`src/rtl/load_store_unit_if.sv`:
```
// Core-request / response / data-memory bundle for load_store_unit.
// Signal suffixes are from the LSU's point of view; the LSU binds to the
// slave modport, the core/memory side binds to master.
interface load_store_unit_if;
  logic        req_valid_i;
  logic        req_ready_o;
  logic        req_write_i;
  logic [2:0]  req_funct3_i;
  logic [31:0] req_addr_i;
  logic [31:0] req_wdata_i;
  logic        rsp_valid_o;
  logic [31:0] rsp_rdata_o;
  logic        rsp_error_o;
  logic        mem_write_o;
  logic [1:0]  mem_req_size_o;
  logic [31:0] mem_addr_o;
  logic [31:0] mem_wdata_o;
  logic [31:0] mem_rdata_i;

  modport slave (
    input  req_valid_i, req_write_i, req_funct3_i, req_addr_i, req_wdata_i, mem_rdata_i,
    output req_ready_o, rsp_valid_o, rsp_rdata_o, rsp_error_o,
           mem_write_o, mem_req_size_o, mem_addr_o, mem_wdata_o
  );

  modport master (
    output req_valid_i, req_write_i, req_funct3_i, req_addr_i, req_wdata_i, mem_rdata_i,
    input  req_ready_o, rsp_valid_o, rsp_rdata_o, rsp_error_o,
           mem_write_o, mem_req_size_o, mem_addr_o, mem_wdata_o
  );
endinterface

```
`src/rtl/load_store_unit.sv`:
```
// RV32I load/store unit: accepts one core request at a time, performs an
// aligned memory access or (optionally) splits a misaligned one into byte
// accesses, and returns a one-cycle response pulse.
// Ports:
//   clk_i    - clock, all state updates on the rising edge
//   reset_i  - synchronous active-low reset
//   bus      - load_store_unit_if.slave: req_* (core request), rsp_* (response),
//              mem_* (data memory, combinational read, write on clock edge)
// Parameter ALLOW_MISALIGNED: 1 = split misaligned into bytes, 0 = error.
module load_store_unit #(
  parameter bit ALLOW_MISALIGNED = 1'b1
) (
  input  logic             clk_i,
  input  logic             reset_i,
  load_store_unit_if.slave bus
);

  localparam int unsigned XLEN   = 32;
  localparam int unsigned NBYTES = XLEN / 8;

  typedef enum logic [1:0] {S_IDLE, S_ACCESS, S_BYTE, S_RESP} state_e;

  state_e            state_q;
  logic              ready_q;
  logic              write_q;
  logic [2:0]        funct3_q;
  logic [XLEN-1:0]   addr_q;
  logic [XLEN-1:0]   wdata_q;
  logic [XLEN-1:0]   buf_q;
  logic [2:0]        size_q;
  logic [1:0]        cnt_q;
  logic              rsp_valid_q;
  logic [XLEN-1:0]   rsp_rdata_q;
  logic              rsp_error_q;
  logic              mem_write_q;
  logic [1:0]        mem_size_q;
  logic [XLEN-1:0]   mem_addr_q;
  logic [XLEN-1:0]   mem_wdata_q;

  logic [2:0]        req_size;
  logic              req_legal;
  logic              req_misal;
  logic              byte_last;
  logic [1:0]        cnt_nxt;
  logic [XLEN-1:0]   byte_merged;
  logic [7:0]        wbyte_nxt;

  // Access size in bytes from funct3[1:0]; 11 is illegal and caught by req_legal.
  always_comb begin
    case (bus.req_funct3_i[1:0])
      2'b00:   req_size = 3'd1;
      2'b01:   req_size = 3'd2;
      default: req_size = 3'd4;
    endcase
  end

  always_comb begin
    if (bus.req_write_i) req_legal = (bus.req_funct3_i <= 3'd2);
    else                 req_legal = (bus.req_funct3_i inside {3'b000, 3'b001, 3'b010, 3'b100, 3'b101});
  end

  assign req_misal = ((req_size == 3'd2) && bus.req_addr_i[0]) ||
                     ((req_size == 3'd4) && (bus.req_addr_i[1:0] != 2'b00));
  assign byte_last = ({1'b0, cnt_q} == (size_q - 3'd1));
  assign cnt_nxt   = cnt_q + 2'd1;
  assign wbyte_nxt = wdata_q[{cnt_nxt, 3'b000} +: 8];

  // Partial load result with the byte returned this cycle merged in.
  always_comb begin
    byte_merged = buf_q;
    for (int unsigned i = 0; i < NBYTES; i++) begin
      if (2'(i) == cnt_q) byte_merged[8*i +: 8] = bus.mem_rdata_i[7:0];
    end
  end

  function automatic logic [XLEN-1:0] extend(input logic [2:0] f3, input logic [XLEN-1:0] d);
    case (f3)
      3'b000:  return {{24{d[7]}}, d[7:0]};
      3'b001:  return {{16{d[15]}}, d[15:0]};
      3'b100:  return {24'h0, d[7:0]};
      3'b101:  return {16'h0, d[15:0]};
      default: return d;
    endcase
  endfunction

  // Control FSM with registered outputs.
  always_ff @(posedge clk_i) begin
    if (!reset_i) begin
      state_q     <= S_IDLE;
      ready_q     <= 1'b0;
      write_q     <= 1'b0;
      funct3_q    <= 3'd0;
      addr_q      <= '0;
      wdata_q     <= '0;
      buf_q       <= '0;
      size_q      <= 3'd0;
      cnt_q       <= 2'd0;
      rsp_valid_q <= 1'b0;
      rsp_rdata_q <= '0;
      rsp_error_q <= 1'b0;
      mem_write_q <= 1'b0;
      mem_size_q  <= 2'b00;
      mem_addr_q  <= '0;
      mem_wdata_q <= '0;
    end else begin
      case (state_q)
        S_IDLE: begin
          ready_q <= 1'b1;
          if (bus.req_valid_i && ready_q) begin
            ready_q  <= 1'b0;
            write_q  <= bus.req_write_i;
            funct3_q <= bus.req_funct3_i;
            addr_q   <= bus.req_addr_i;
            wdata_q  <= bus.req_wdata_i;
            size_q   <= req_size;
            cnt_q    <= 2'd0;
            buf_q    <= '0;
            if (!req_legal || (req_misal && !ALLOW_MISALIGNED)) begin
              // Error: straight to response, memory port untouched.
              state_q     <= S_RESP;
              rsp_valid_q <= 1'b1;
              rsp_error_q <= 1'b1;
              rsp_rdata_q <= '0;
            end else if (!req_misal) begin
              state_q     <= S_ACCESS;
              mem_addr_q  <= bus.req_addr_i;
              mem_size_q  <= bus.req_funct3_i[1:0];
              mem_wdata_q <= bus.req_wdata_i;
              mem_write_q <= bus.req_write_i;
            end else begin
              state_q     <= S_BYTE;
              mem_addr_q  <= bus.req_addr_i;
              mem_size_q  <= 2'b00;
              mem_wdata_q <= {24'h0, bus.req_wdata_i[7:0]};
              mem_write_q <= bus.req_write_i;
            end
          end
        end
        S_ACCESS: begin
          state_q     <= S_RESP;
          mem_write_q <= 1'b0;
          rsp_valid_q <= 1'b1;
          rsp_error_q <= 1'b0;
          rsp_rdata_q <= write_q ? '0 : extend(funct3_q, bus.mem_rdata_i);
        end
        S_BYTE: begin
          if (byte_last) begin
            state_q     <= S_RESP;
            mem_write_q <= 1'b0;
            rsp_valid_q <= 1'b1;
            rsp_error_q <= 1'b0;
            rsp_rdata_q <= write_q ? '0 : extend(funct3_q, byte_merged);
          end else begin
            cnt_q       <= cnt_nxt;
            buf_q       <= byte_merged;
            mem_addr_q  <= addr_q + XLEN'(cnt_nxt);
            mem_wdata_q <= {24'h0, wbyte_nxt};
          end
        end
        S_RESP: begin
          state_q     <= S_IDLE;
          rsp_valid_q <= 1'b0;
          ready_q     <= 1'b1;
        end
        default: state_q <= S_IDLE;
      endcase
    end
  end

  assign bus.req_ready_o    = ready_q;
  assign bus.rsp_valid_o    = rsp_valid_q;
  assign bus.rsp_rdata_o    = rsp_rdata_q;
  assign bus.rsp_error_o    = rsp_error_q;
  assign bus.mem_write_o    = mem_write_q;
  assign bus.mem_req_size_o = mem_size_q;
  assign bus.mem_addr_o     = mem_addr_q;
  assign bus.mem_wdata_o    = mem_wdata_q;

endmodule
```
`src/flat_wrapper.sv`:
```
// flat-port wrapper written by rule: the top's interface ports become plain ports
module load_store_unit_flat 
#(
  parameter bit ALLOW_MISALIGNED = 1'b1
)
  (clk_i, reset_i, bus_req_valid_i, bus_req_write_i, bus_req_funct3_i, bus_req_addr_i, bus_req_wdata_i, bus_mem_rdata_i, bus_req_ready_o, bus_rsp_valid_o, bus_rsp_rdata_o, bus_rsp_error_o, bus_mem_write_o, bus_mem_req_size_o, bus_mem_addr_o, bus_mem_wdata_o);
  load_store_unit_if bus_i ();
  input  logic clk_i;
  input  logic reset_i;
  input wire logic [$bits(bus_i.req_valid_i)-1:0] bus_req_valid_i;
  input wire logic [$bits(bus_i.req_write_i)-1:0] bus_req_write_i;
  input wire logic [$bits(bus_i.req_funct3_i)-1:0] bus_req_funct3_i;
  input wire logic [$bits(bus_i.req_addr_i)-1:0] bus_req_addr_i;
  input wire logic [$bits(bus_i.req_wdata_i)-1:0] bus_req_wdata_i;
  input wire logic [$bits(bus_i.mem_rdata_i)-1:0] bus_mem_rdata_i;
  output wire logic [$bits(bus_i.req_ready_o)-1:0] bus_req_ready_o;
  output wire logic [$bits(bus_i.rsp_valid_o)-1:0] bus_rsp_valid_o;
  output wire logic [$bits(bus_i.rsp_rdata_o)-1:0] bus_rsp_rdata_o;
  output wire logic [$bits(bus_i.rsp_error_o)-1:0] bus_rsp_error_o;
  output wire logic [$bits(bus_i.mem_write_o)-1:0] bus_mem_write_o;
  output wire logic [$bits(bus_i.mem_req_size_o)-1:0] bus_mem_req_size_o;
  output wire logic [$bits(bus_i.mem_addr_o)-1:0] bus_mem_addr_o;
  output wire logic [$bits(bus_i.mem_wdata_o)-1:0] bus_mem_wdata_o;
  assign bus_i.req_valid_i = bus_req_valid_i;
  assign bus_i.req_write_i = bus_req_write_i;
  assign bus_i.req_funct3_i = bus_req_funct3_i;
  assign bus_i.req_addr_i = bus_req_addr_i;
  assign bus_i.req_wdata_i = bus_req_wdata_i;
  assign bus_i.mem_rdata_i = bus_mem_rdata_i;
  assign bus_req_ready_o = bus_i.req_ready_o;
  assign bus_rsp_valid_o = bus_i.rsp_valid_o;
  assign bus_rsp_rdata_o = bus_i.rsp_rdata_o;
  assign bus_rsp_error_o = bus_i.rsp_error_o;
  assign bus_mem_write_o = bus_i.mem_write_o;
  assign bus_mem_req_size_o = bus_i.mem_req_size_o;
  assign bus_mem_addr_o = bus_i.mem_addr_o;
  assign bus_mem_wdata_o = bus_i.mem_wdata_o;
  load_store_unit #(.ALLOW_MISALIGNED(ALLOW_MISALIGNED)) u_core (.clk_i(clk_i), .reset_i(reset_i), .bus(bus_i));
endmodule
```
`config.mk`:
```
export PLATFORM = sky130hd
export DESIGN_NAME = load_store_unit_flat
export DESIGN_NICKNAME = d
export VERILOG_FILES = /design/src/rtl/load_store_unit_if.sv /design/src/rtl/load_store_unit.sv /design/src/flat_wrapper.sv
export SDC_FILE = /design/constraint.sdc
export NUM_CORES = 1
export LEC_CHECK = 0
export ABC_CLOCK_PERIOD_IN_PS = 3700
export BUFFER_PORTS_ARGS = -buffer_cell sky130_fd_sc_hd__buf_2
export CAP_MARGIN = 20
export CORE_MARGIN = 5
export CORE_UTILIZATION = 30
export CTS_BUF_LIST = sky130_fd_sc_hd__clkbuf_8 sky130_fd_sc_hd__clkbuf_16
export CTS_CLUSTER_DIAMETER = 200
export DETAILED_ROUTE_END_ITERATION = 16
export HOLD_SLACK_MARGIN = 0.1
export PLACE_DENSITY = 0.53
export SKIP_LAST_GASP = 1
export SYNTH_ARGS = -nofsm -noshare
export SYNTH_HDL_FRONTEND = slang
export SYNTH_SLANG_ARGS = --single-unit
```
`constraint.sdc`:
```
create_clock -name clk_i -period 3.7 [get_ports clk_i]
set_input_delay 0.74 -clock clk_i [delete_from_list [all_inputs] [get_ports clk_i]]
set_output_delay 0.74 -clock clk_i [all_outputs]
set_load 0.02 [all_outputs]
```
Word level (Yosys, flattened, before mapping)
Cells that the tools add are included.
Operators by class
  add/subtract/negate cells: 3
  order comparisons: 1
  eq/ne operators: 22
  shifts and indexed selects: 1
  multiplexer cells: 46
  reductions and logical operators: 22
Operators by type and width (number)
  $mux 32: 14
  $pmux 32 s4: 2
  $pmux 32 s2: 3
  $pmux 32 s3: 1
  $add 32x2->32: 1
  $mux 8: 4
  $shiftx 32x6->8: 1
  $eq 3x3->1 const B: 5
  $mux 2: 7
  $reduce_and 4->1: 3
  $reduce_and 3->1: 3
  $mux 1: 8
  $pmux 2 s4: 1
  $eq 3x1->1 const B: 2
  $eq 3x2->1 const B: 2
  $logic_not 2->1: 3
  $logic_not 3->1: 2
  $ne 2x1->1 const B: 3
  $pmux 1 s3: 2
  $pmux 3 s2: 1
  $reduce_bool 2->1: 3
  $reduce_bool 5->1: 1
  $eq 2x1->1 const B: 2
  $eq 2x2->1 const A: 2
  14 further kinds: 19
Word-level totals
  register bits: 209
  bits of input ports: 103

Logic depth before layout (Yosys ltp)
Gate-level depths: netlist of the first run.
  depth in word-level cells: 9
  depth in mapped cells: 10
  gate-level depth less buffers: 8

Worst setup path before layout of the first run
Ideal clock, no wire load.
  path kind: register to register
  start point: register u_core.cnt_q[0]
  end point: register u_core.mem_addr_q[22] (netlist: u_core.bus.mem_addr_o[22])
  library setup time: 58 ps
  arrival time: 2680 ps
  data required time: 3642 ps
  path slack: 962 ps
  stages on the path, launching flop included: 10
  period minus slack after synthesis: 2738 ps
  cells stage by stage: dfxtp_1 clkbuf_1 inv_1 ha_1 fa_1 and4_1 nand2_1 or4_1 a311oi_1 a31o_2
On the way
  longest elaborated chain between the ends: 4
  elaborated cells on any way between the ends: 7
RTL lines
  start: declaration: RTL line load_store_unit.sv:31  | logic [1:0] cnt_q;
  start signal: assignment: RTL line load_store_unit.sv:154  | cnt_q <= cnt_nxt;
  $add 2x1->2: RTL line load_store_unit.sv:65  | assign cnt_nxt = cnt_q + 2'd1;
  $add 32x2->32: RTL line load_store_unit.sv:156  | mem_addr_q <= addr_q + XLEN'(cnt_nxt);
  $mux 32: RTL line load_store_unit.sv:147  | if (byte_last) begin
  $pmux 32 s2: RTL line load_store_unit.sv:106  | case (state_q)
  end signal: assignment: RTL line load_store_unit.sv:126  | mem_addr_q <= bus.req_addr_i;
  end signal: assignment: RTL line load_store_unit.sv:132  | mem_addr_q <= bus.req_addr_i;
  end signal: assignment: RTL line load_store_unit.sv:156
  end: declaration: RTL line load_store_unit.sv:37  | logic [XLEN-1:0] mem_addr_q;
Parallel ways exist; a longest one is shown, timed or not. The select of a mux whose other input is x is not followed.
A chain may end at the register's enable or synchronous reset.

Final worst setup path of the first run
  start point: register u_core.state_q[0]
  end point: register u_core.mem_wdata_q[20] (netlist: u_core.bus.mem_wdata_o[20])
On the way
  longest elaborated chain between the ends: 3
  elaborated cells on any way between the ends: 8
RTL lines
  start: declaration: RTL line load_store_unit.sv:23  | state_e state_q;
  start signal: assignment: RTL line load_store_unit.sv:89  | state_q <= S_IDLE;
  start signal: assignment: RTL line load_store_unit.sv:120  | state_q <= S_RESP;
  start signal: assignment: RTL line load_store_unit.sv:125  | state_q <= S_ACCESS;
  $eq 2x2->1 or $logic_not 2->1 (tied branches)
  $ne 2x2->1 (no line), or another cell as far along
  $reduce_and 4->1 (no line)
  end signal: assignment: RTL line load_store_unit.sv:128  | mem_wdata_q <= bus.req_wdata_i;
  end signal: assignment: RTL line load_store_unit.sv:134  | mem_wdata_q <= {24'h0, bus.req_wdata_i[7:0]};
  end signal: assignment: RTL line load_store_unit.sv:157  | mem_wdata_q <= {24'h0, wbyte_nxt};
  end: declaration: RTL line load_store_unit.sv:38  | logic [XLEN-1:0] mem_wdata_q;
Parallel ways exist; a longest one is shown, timed or not.

==> run metrics, run 1 <==
run status=completed; initial DRC count=590; # DRC=0; first-pass GRT wire length=50900 um; Seq/Total Area, Yosys=42.7%; Rows=66; Num CTS Buffers=26; GRT met1 Usage=23.4%; placed cells=1778; Sw Ratio=37.8%; Slew @ Worst Pin=0.827 ns; Comb pwr share=34.3%; M3 GR Usage=3.73%; Internal Power=0.00534 W; met2 Usage GRT=27.8%; worst skew pair latency=0.53 ns; Finished Core Util=37.6%; layer carrying the most global-route usage=met2; die area=0.0363 sq mm; RSZ-0062 raised after global routing=false; Worst setup EP type=register; syn nets=1320; vias in the first global route=8928; LEAKAGE=4.71 nW; P_sw=0.00325 W; total track usage=17.2%; Tot Pwr=0.00859 W; Die Span X=191 um; share of post-route cells with drive strength above 1=23.7%; area leader, netlist=dfxtp_1; Mapped Area=0.00979 sq mm; Hold Vio Cnt, Final=0; Final nets=1480; WL/cell=17.8 um; min cycle time layout=2.86 ns; R2R setup slack=0.84 ns; YS warnings=0; max_cap viols=0; CTS Sinks=209; Post-CTS Setup Inserts=0; skew final=0.0136 ns; CTS tree=built; gr ovfl total=0; HP Class=register to register; # IOs=205; DP HPWL=22600 um; gpl congestion=0.817; Gate Count Post-Synth=1205; pwr/cell area=706 mW/mm^2; CORE AREA=0.0324 sq mm; Post-synth EDFFs=0; drt pass-1 iters=5; Most used DFF post-synth=dfxtp_1; clk buf depth=3; Starting Density=30.2%; P&R area growth vs syn=24.4%; CP arrival=3.31 ns; Post-CTS Resized=0; Post-Layout Cell Count=1825; final WL=32500 um; Vias=9296; setup TNS=0 ns; Final ANT Viol Nets=0; CTS Root Cell=clkbuf_16; vias per cell=5.09; antenna violations before repair=5; Pins Over Slew Limit=0; Mapped Avg Cell Area=8.13 sq um; I/O Buffers=204; largest net degree at the start of global routing=69; FMAX=0.350 GHz; die height=191 um; flops & latches, synth=209; Flop pwr share=33.7%; CP Max Fanout=21; post-synth top area share=42.7%; Final Cycle Share=77.3%; synth top area cells=dfxtp_1 43%, nand2_1 10%, a21oi_1 7.4%, nand3_1 5.1%, mux2_2 3.2%; final setup fails=0; Synth async-reset ratio=0%; CTS Hold Bufs=0; CTS H-tree depth=1; VDD IR max=0.443 mV; Critical Path Source Type=register; power share of the clock group=32.0%; critical path type=register to register; synth unique cells=59; clk slew on worst S/H paths=0.06 ns; Worst Path Required=4.15 ns; max-slew headroom at the worst pin=44.7%
[critical path, stage by stage (launching register included)]
cell and delay, ns:
dfxtp_1 0.33, inv_1 0.10, ha_1 0.43, inv_1 0.26, a31oi_1 0.59, or2_2 0.52
buf_4 0.32, nand2_1 0.09, a21oi_1 0.12
[final cells by class]
| cell class | count | area, sq um |
|---|---|---|
| clock buffer | 31 | 731 |
| antenna | 1 | 2.50 |
| timing repair buffer | 231 | 1270 |
| tap | 442 | 553 |
| sequential | 209 | 4180 |
| inverter | 16 | 62.6 |
| fill | 3439 | 20200 |
| multi-input combinational | 881 | 5180 |
| clock inverter | 14 | 199 |
[worst paths after layout]
path	endpoint	startpoint	cells past startpoint
worst max-delay path	u_core.bus.mem_wdata_o[20]	u_core.state_q[0]	8
worst min register to register	u_core.bus.rsp_rdata_o[2]	u_core.bus.rsp_rdata_o[2]	2
worst min-delay path	u_core.bus.rsp_rdata_o[2]	u_core.bus.rsp_rdata_o[2]	2
worst max register to register	u_core.bus.mem_wdata_o[20]	u_core.state_q[0]	8
[cell usage in the layout (no fill, tap or decap), types with 8 or more instances in the layout]
cell / count
o21ai_0: 38
mux4_2: 8
nand2_1: 265
buf_4: 23
buf_2: 204
mux2i_1: 22
ha_1: 10
nor2_1: 34
xnor2_1: 12
clkbuf_16: 27
inv_1: 18
dfxtp_1: 209
and2_1: 8
nand4_1: 11
o31ai_1: 9
nand3_1: 100
a221oi_1: 17
o22ai_1: 29
xor2_1: 8
a211oi_1: 13
mux2_2: 28
nor3_1: 15
a21oi_1: 145
a21o_1: 16
[per-stage QoR]
stage | setup slack [ns] | cell area, sq um | hold slack, ns
4_1_cts | 0.862 | 12200 | 0.428
6_report | 0.841 | 12200 | 0.447
3_5_place_dp | 0.893 | 11200 | 0.442
3_3_place_gp | 0.999 | 11200 | 0.435
5_1_grt | 0.576 | 12200 | 0.435
2_1_floorplan | 0.962 | 9790 | 0.433
[cell usage after synthesis (all sizes together), types with 17 or more instances]
| library cell | instances |
|---|---|
| o22ai | 29 |
| nand2 | 266 |
| mux2 | 28 |
| o21ai | 39 |
| buf | 27 |
| dfxtp | 209 |
| a21oi | 145 |
| a221oi | 17 |
| nand3 | 100 |
| mux2i | 22 |
| clkbuf | 72 |
| nor2 | 37 |
[power groups by stage]
stage | logic [W] | clock network (W) | registers [W]
2_1_floorplan | 0.00169 | 0 | 0.00319
3_3_place_gp | 0.00294 | 0 | 0.00294
3_5_place_dp | 0.00296 | 0 | 0.00294
4_1_cts | 0.00297 | 0.00283 | 0.00290
5_1_grt | 0.00323 | 0.00292 | 0.00295
6_report | 0.00294 | 0.00275 | 0.00290
[registers in the layout, summed over array words and instances (netlist names), 3 cells and up]
name,flops
u_core.buf_q,32
u_core.size_q,3
u_core.funct3_q,3
u_core.bus.mem_addr_o,32
u_core.wdata_q,32
u_core.bus.rsp_rdata_o,32
u_core.addr_q,32
u_core.bus.mem_wdata_o,32
[logic make-up (layout without fill, tap and decap cells)]
| group | after synthesis | count (layout) | share of synthesized area (%) |
|---|---|---|---|
| flip-flops | 209 | 209 | 42.7 |
| adder cells (fa/ha/maj) | 12 | 12 | 1.61 |
| XOR/XNOR | 20 | 20 | 1.79 |
| AND/OR/NAND/NOR | 469 | 469 | 21.0 |
| AO/OA/AOI/OAI | 322 | 322 | 20.9 |
| other | 0 | 1 | 0 |
| multiplexers | 58 | 58 | 7.31 |
| buffers and inverters | 115 | 292 | 4.68 |
[per-layer routing]
metal	part of all wire, %	wire, um	up-vias
met3	6.6	2140	56
met1	46	14900	4363
met2	45	14700	254
li1	-	-	4615
met4	2.1	691	8
met5	0.16	53	-
No activity file was read; power rests on OpenSTA's default activity.
==> run 2, diff against run 1 <==
--- a/config.mk
+++ b/config.mk
@@ -5,7 +5,7 @@
 export SDC_FILE = /design/constraint.sdc
 export NUM_CORES = 1
 export LEC_CHECK = 0
-export ABC_CLOCK_PERIOD_IN_PS = 3700
+export ABC_CLOCK_PERIOD_IN_PS = 2300
 export BUFFER_PORTS_ARGS = -buffer_cell sky130_fd_sc_hd__buf_2
 export CAP_MARGIN = 20
 export CORE_MARGIN = 5
@@ -14,7 +14,7 @@
 export CTS_CLUSTER_DIAMETER = 200
 export DETAILED_ROUTE_END_ITERATION = 16
 export HOLD_SLACK_MARGIN = 0.1
-export PLACE_DENSITY = 0.53
+export PLACE_DENSITY = 0.55
 export SKIP_LAST_GASP = 1
 export SYNTH_ARGS = -nofsm -noshare
 export SYNTH_HDL_FRONTEND = slang
==> constraint.sdc (replaced) <==
create_clock -name clk_i -period 2.3 [get_ports clk_i]
set_input_delay 0.46 -clock clk_i [delete_from_list [all_inputs] [get_ports clk_i]]
set_output_delay 0.46 -clock clk_i [all_outputs]
set_load 0.02 [all_outputs]
==> run 2 against run 1 <==
Fmax is 28% higher. Critical path depth stayed put. Hold slack worse by 0.29 ns. Design area is 4.2% higher. Via count is 2.3% higher. Count of clock-buffer cells in the layout is 1 lower. Wire length is 1.0% higher. Power is 64% higher. Sequential power is 61% higher. Flip-flop and latch count stayed put. Sequential share of layout area is 1.4 points lower. Die area stayed put. Critical path type unchanged. Largest power group unchanged.
==> run metrics, run 2 (synthesized netlist as in run 1, its figures left out) <==
Vias=9512 (+2.3%); Num CTS Buffers=26 (unchanged); min cycle time layout=2.23 ns (-0.630 ns); worst skew pair latency=0.55 ns (+0.02 ns); antenna violations before repair=2 (-3); placed cells=1819 (+2.3%); max-slew headroom at the worst pin=56.5% (+12 points); die area=0.0363 sq mm (unchanged); CTS tree=built; I/O Buffers=204 (unchanged); Final nets=1528 (+3.2%); Reg2Reg Depth=8 (unchanged); DP HPWL=23300 um (+3.0%); Hold Vio Cnt, Final=0 (unchanged); skew final=0.0302 ns (+0.0166 ns); CP arrival=2.73 ns (-0.58 ns); multi-input logic area=0.00527 sq mm (+1.8%); Post-Layout Cell Count=1874 (+2.7%); VDD IR max=0.622 mV (+41%); CTS Root Cell=clkbuf_16; Slew @ Worst Pin=0.653 ns (-0.174 ns); HP Class=primary input to register; Critical Path Source Type=register; setup TNS=0 ns (unchanged); Final ANT Viol Nets=0 (unchanged); Final Cycle Share=96.9% (+20 points); Worst setup EP type=register; initial DRC count=495 (-16%); vias in the first global route=9163 (+2.6%); pre-CTS setup slack=-0.0648 ns (-0.958 ns); final setup fails=0 (unchanged); final WL=32800 um (+1.0%); most frequent cells in the layout=264 x nand2_1, 207 x dfxtp_1, 204 x buf_2; FMAX=0.449 GHz (+28%); area of placed instances=0.0116 sq mm (+3.6%); critical path type=register to register; Starting Density=30.2% (unchanged); Worst Path Required=2.80 ns (-1.35 ns); gpl congestion=0.845 (+3.4%); Min-Delay Path Depth=3 (+1); most common library cell in the layout ignoring fill and taps=nand2_1; first-pass GRT wire length=50900 um (about the same); P&R area growth vs syn=29.6%; vias per cell=5.08 (-0.35%); final instance area=0.0127 sq mm (+4.2%); Die Span X=191 um (unchanged); CTS H-tree depth=1 (unchanged); Worst Setup EP=u_core.bus.mem_addr_o[22]; WL/cell=17.5 um (-1.6%); hold slack=0.154 ns (-0.293 ns); share of post-route cells with drive strength above 1=27.4% (+3.7 points); r2r endpoint=u_core.bus.mem_addr_o[22]; Reg area=0.00419 sq mm (+0.12%); Rows=66 (unchanged); CTS Sinks=209 (unchanged); reg-to-reg startpoint=u_core.cnt_q[1]; gr ovfl total=0 (unchanged); die height=191 um (unchanged); # DRC=0 (unchanged); clk buf depth=3 (unchanged); CP Max Fanout=5 (-76%); crit path launch=u_core.cnt_q[1]; Pins Over Slew Limit=0 (unchanged); total track usage=17.1% (-0.075 points); Worst Setup Slack, final=0.0706 ns (-0.770 ns); LEAKAGE=4.99 nW (+6.1%); CORE AREA=0.0324 sq mm (unchanged); Fill cells=3395 (-1.3%); R2R setup slack=0.07 ns (-0.77 ns); # IOs=205 (unchanged); drt pass-1 iters=5 (unchanged); clk slew on worst S/H paths=0.06 ns (about the same); pwr/cell area=1110 mW/mm^2 (+58%); largest net degree at the start of global routing=65 (-5.8%); RSZ-0062 raised after global routing=true; max_cap viols=0 (unchanged); run status=completed
[run 2: changes by cell type in the layout (fill, tap and decap cells not counted), sizes merged]
| cell | previous run | this run |
|---|---|---|
| bufinv | 5 | 3 |
| clkinv | 3 | 7 |
| clkinvlp | 3 | 0 |
| buf | 231 | 278 |
| inv | 19 | 22 |
[run 2: what timing repair did]
item	in CTS	in global routing
resized for setup	2	16
pin swaps	1	9
endpoints found under the hold margin	0	0
hold buffers	0	0
buffers inserted	1	6
setup endpoints to repair	18	33
cloned	0	1
[run 2: final cells by class]
class	instances	area share (%)
Antenna cell	1	0.0197
Clock buffer	30	5.56
Clock inverter	16	1.36
Inverter	16	0.513
Multi-Input combinational cell	881	41.5
Sequential cell	209	33.0
Tap cell	442	4.36
Timing Repair Buffer	279	13.7
[run 2: critical path: stages, from the launching register on]
cell and delay [ns]:
dfxtp_1 0.33, inv_1 0.09, ha_4 0.29, fa_2 0.21
and4_4 0.29, nand2_2 0.08, or4_1 0.49, a311oi_2 0.27
a31o_2 0.13
[run 2: report_power, final]
part / switching [W] / total, W / internal, W
logic: 0.00332 / 0.00531 / 0.00198
registers: 0.000438 / 0.00468 / 0.00424
clock network: 0.00161 / 0.00413 / 0.00252
[run 2: how the worst min path moves through the flow]
stage / start / end
finish: bus_req_addr_i[29] / u_core.bus.mem_addr_o[29]
global route: bus_req_addr_i[29] / u_core.bus.mem_addr_o[29]
CTS: bus_req_wdata_i[0] / u_core.wdata_q[0]
detailed placement: u_core.bus.mem_wdata_o[10] / u_core.bus.mem_wdata_o[10]
global placement: u_core.bus.mem_wdata_o[30] / u_core.bus.mem_wdata_o[30]
floorplan: u_core.wdata_q[0] / u_core.wdata_q[0]
[run 2: metal layers]
metal  global-route usage [%]  vias up  share of wire, %
li1                         -     4713                 -
met1                     23.1     4511                45
met2                     28.6      245                47
met3                     3.33       41               5.9
met4                     3.59        2               2.0
met5                        0        -             0.033
[run 2: stage by stage]
step / utilization (%) / total power [W]
2_1_floorplan: - / 0.00787
3_3_place_gp: 36.0 / 0.00982
3_5_place_dp: 36.0 / 0.00986
4_1_cts: 38.8 / 0.0141
5_1_grt: 39.2 / 0.0150
6_report: 39.2 / 0.0141
==> run 3, diff against run 2 <==
--- a/config.mk
+++ b/config.mk
@@ -5,7 +5,7 @@
 export SDC_FILE = /design/constraint.sdc
 export NUM_CORES = 1
 export LEC_CHECK = 0
-export ABC_CLOCK_PERIOD_IN_PS = 2300
+export ABC_CLOCK_PERIOD_IN_PS = 2700
 export BUFFER_PORTS_ARGS = -buffer_cell sky130_fd_sc_hd__buf_2
 export CAP_MARGIN = 20
 export CORE_MARGIN = 5
@@ -14,7 +14,7 @@
 export CTS_CLUSTER_DIAMETER = 200
 export DETAILED_ROUTE_END_ITERATION = 16
 export HOLD_SLACK_MARGIN = 0.1
-export PLACE_DENSITY = 0.55
+export PLACE_DENSITY = 0.53
 export SKIP_LAST_GASP = 1
 export SYNTH_ARGS = -nofsm -noshare
 export SYNTH_HDL_FRONTEND = slang
==> constraint.sdc (replaced) <==
create_clock -name clk_i -period 2.7 [get_ports clk_i]
set_input_delay 0.54 -clock clk_i [delete_from_list [all_inputs] [get_ports clk_i]]
set_output_delay 0.54 -clock clk_i [all_outputs]
set_load 0.02 [all_outputs]
==> run 3 against run 2 <==
Sequential share of layout area up 0.56 points. Combinational power down 19%. Non-clock buffer count down 25. Critical path depth unchanged. Design area down 1.8%. First-iteration DRC count up 20%. Register-to-register slack better by 0.11 ns.
==> run metrics, run 3 (synthesized netlist as in run 1, its figures left out) <==
run status=completed; P_sw=0.00454 W (-15%); vias in the first global route=9305 (+1.5%); r2r endpoint=u_core.bus.mem_addr_o[30]; gr ovfl total=0 (unchanged); Internal Power=0.00755 W (-14%); hold slack=0.240 ns (+0.0853 ns); critical path type=register to register; CORE AREA=0.0324 sq mm (unchanged); share of post-route cells with drive strength above 1=25.1% (-2.3 points); WL/cell=17.5 um (+0.11%); clk buf depth=3 (unchanged); Critical Path Source Type=register; Final Cycle Share=93.4% (-3.5 points); Worst Path Required=3.13 ns (+0.33 ns); CTS Hold Bufs=0 (unchanged); CTS Sinks=209 (unchanged); Post-CTS Resized=0 (-2); Die Span X=191 um (unchanged); Worst setup EP type=register; Pins Over Slew Limit=0 (unchanged); I/O Buffers=204 (unchanged); min cycle time layout=2.52 ns (+0.293 ns); Post-Layout Cell Count=1850 (-1.3%); drt pass-1 iters=5 (unchanged); final WL=32500 um (-1.2%); # DRC=0 (unchanged); hold_sp=bus_req_addr_i[14]; diode count=0 (-1); initial DRC count=594 (+20%); Slew @ Worst Pin=0.646 ns (-0.00671 ns); Post-CTS Setup Inserts=0 (-1); CP arrival=2.95 ns (+0.22 ns); Final ANT Viol Nets=0 (unchanged); CTS H-tree depth=1 (unchanged); area of placed instances=0.0115 sq mm (-1.3%); CP Max Fanout=5 (unchanged); worst skew pair latency=0.55 ns (about the same); Worst Setup Slack, final=0.177 ns (+0.107 ns); max-slew headroom at the worst pin=56.9% (+0.45 points); final instance area=0.0125 sq mm (-1.8%); most frequent cells in the layout=265 x nand2_1, 209 x dfxtp_1, 204 x buf_2; Flop pwr share=32.8% (-0.3 points); reg-to-reg startpoint=u_core.cnt_q[0]; Hold Path End=u_core.addr_q[14]; most common library cell in the layout ignoring fill and taps=nand2_1; pre-CTS setup slack=0.174 ns (+0.239 ns); die area=0.0363 sq mm (unchanged); skew final=0.0374 ns (+0.00713 ns); final setup fails=0 (unchanged); FMAX=0.396 GHz (-12%); Starting Density=30.2% (unchanged); max_cap viols=0 (unchanged); Reg2Reg Depth=8 (unchanged); VDD IR max=0.499 mV (-20%); vias per cell=5.08 (about the same); CTS Root Cell=clkbuf_16; Hold Vio Cnt, Final=0 (unchanged); RSZ-0062 raised after global routing=false; clk slew on worst S/H paths=0.06 ns (about the same); CTS tree=built; Num CTS Buffers=26 (unchanged); setup TNS=0 ns (unchanged); largest net degree at the start of global routing=71 (+9.2%); power share of the clock group=31.7% (+2.4 points); Rows=66 (unchanged); # IOs=205 (unchanged); antenna violations before repair=2 (unchanged); Vias=9389 (-1.3%); pwr/cell area=970 mW/mm^2 (-13%); die height=191 um (unchanged); LEAKAGE=4.88 nW (-2.3%); Min-Delay Path Depth=3 (unchanged); Comb pwr share=35.5% (-2.1 points); DP HPWL=23100 um (-0.89%); P&R area growth vs syn=27.3%; placed cells=1802 (-0.93%); R2R setup slack=0.18 ns (+0.11 ns); first-pass GRT wire length=51400 um (+0.81%); HP Class=primary input to register; Final nets=1503 (-1.6%); total track usage=17.2% (+0.13 points); gpl congestion=0.808 (-4.3%); Sw Ratio=37.6% (-0.49 points)
[run 3: changes by cell type in the layout (fill, tap and decap cells not counted), moves of 2 or more]
cell and delta:
ha_1 +2, nor3_2 -2, o21ai_0 +2, nor3_1 +2, buf_6 -2, buf_4 -21
clkbuf_8 +6, inv_1 -2, ha_4 -2, dfxtp_1 +2, clkinv_2 -4, o21ai_1 -2
[run 3: layout make-up]
| type | instances | area (sq um) |
|---|---|---|
| fillers | 3431 | 19900 |
| repair buffers | 254 | 1510 |
| clock buffers | 36 | 788 |
| flip-flops and latches | 209 | 4180 |
| well taps | 442 | 553 |
| multi-input cells | 881 | 5180 |
| inverters | 16 | 62.6 |
| clock inverters | 12 | 189 |
[run 3: worst max-delay path by stage]
stage | from | end
after global placement | u_core.cnt_q[0] | u_core.bus.mem_addr_o[30]
final | u_core.cnt_q[0] | u_core.bus.mem_addr_o[30]
after CTS | u_core.cnt_q[0] | u_core.bus.mem_addr_o[30]
after floorplan | u_core.cnt_q[0] | u_core.bus.mem_addr_o[22]
after global routing | u_core.size_q[0] | u_core.buf_q[19]
after detailed placement | u_core.cnt_q[0] | u_core.bus.mem_addr_o[30]
[run 3: power by group through the flow]
stage / clock, W / sequential (W) / combinational [W]
after detailed placement: 0 / 0.00403 / 0.00432
after global placement: 0 / 0.00402 / 0.00429
after CTS: 0.00394 / 0.00397 / 0.00433
after floorplan: 0 / 0.00437 / 0.00232
final: 0.00384 / 0.00397 / 0.00429
after global routing: 0.00406 / 0.00404 / 0.00470
[run 3: critical path, cell delays in order, from the launching register on]
cell	delay (ns)
dfxtp_1	0.33
inv_1	0.08
ha_1	0.35
fa_1	0.31
nand4_1	0.18
or4_1	0.60
nor3_1	0.30
xnor2_1	0.15
o211ai_1	0.09
[run 3: per-stage QoR]
stage	total power, W	util [%]
finish	0.0121	38.5
global placement	0.00832	35.5
floorplan	0.00669	-
global route	0.0128	38.5
CTS	0.0122	38.5
detailed placement	0.00834	35.5
[run 3: metal layers]
| layer | global-route usage, % | up-vias | wire length [um] |
|---|---|---|---|
| li1 | - | 4664 | - |
| met1 | 22.7 | 4437 | 14600 |
| met2 | 29.7 | 236 | 15400 |
| met3 | 3.13 | 48 | 1790 |
| met4 | 3.51 | 4 | 659 |
| met5 | 0 | - | 23 |
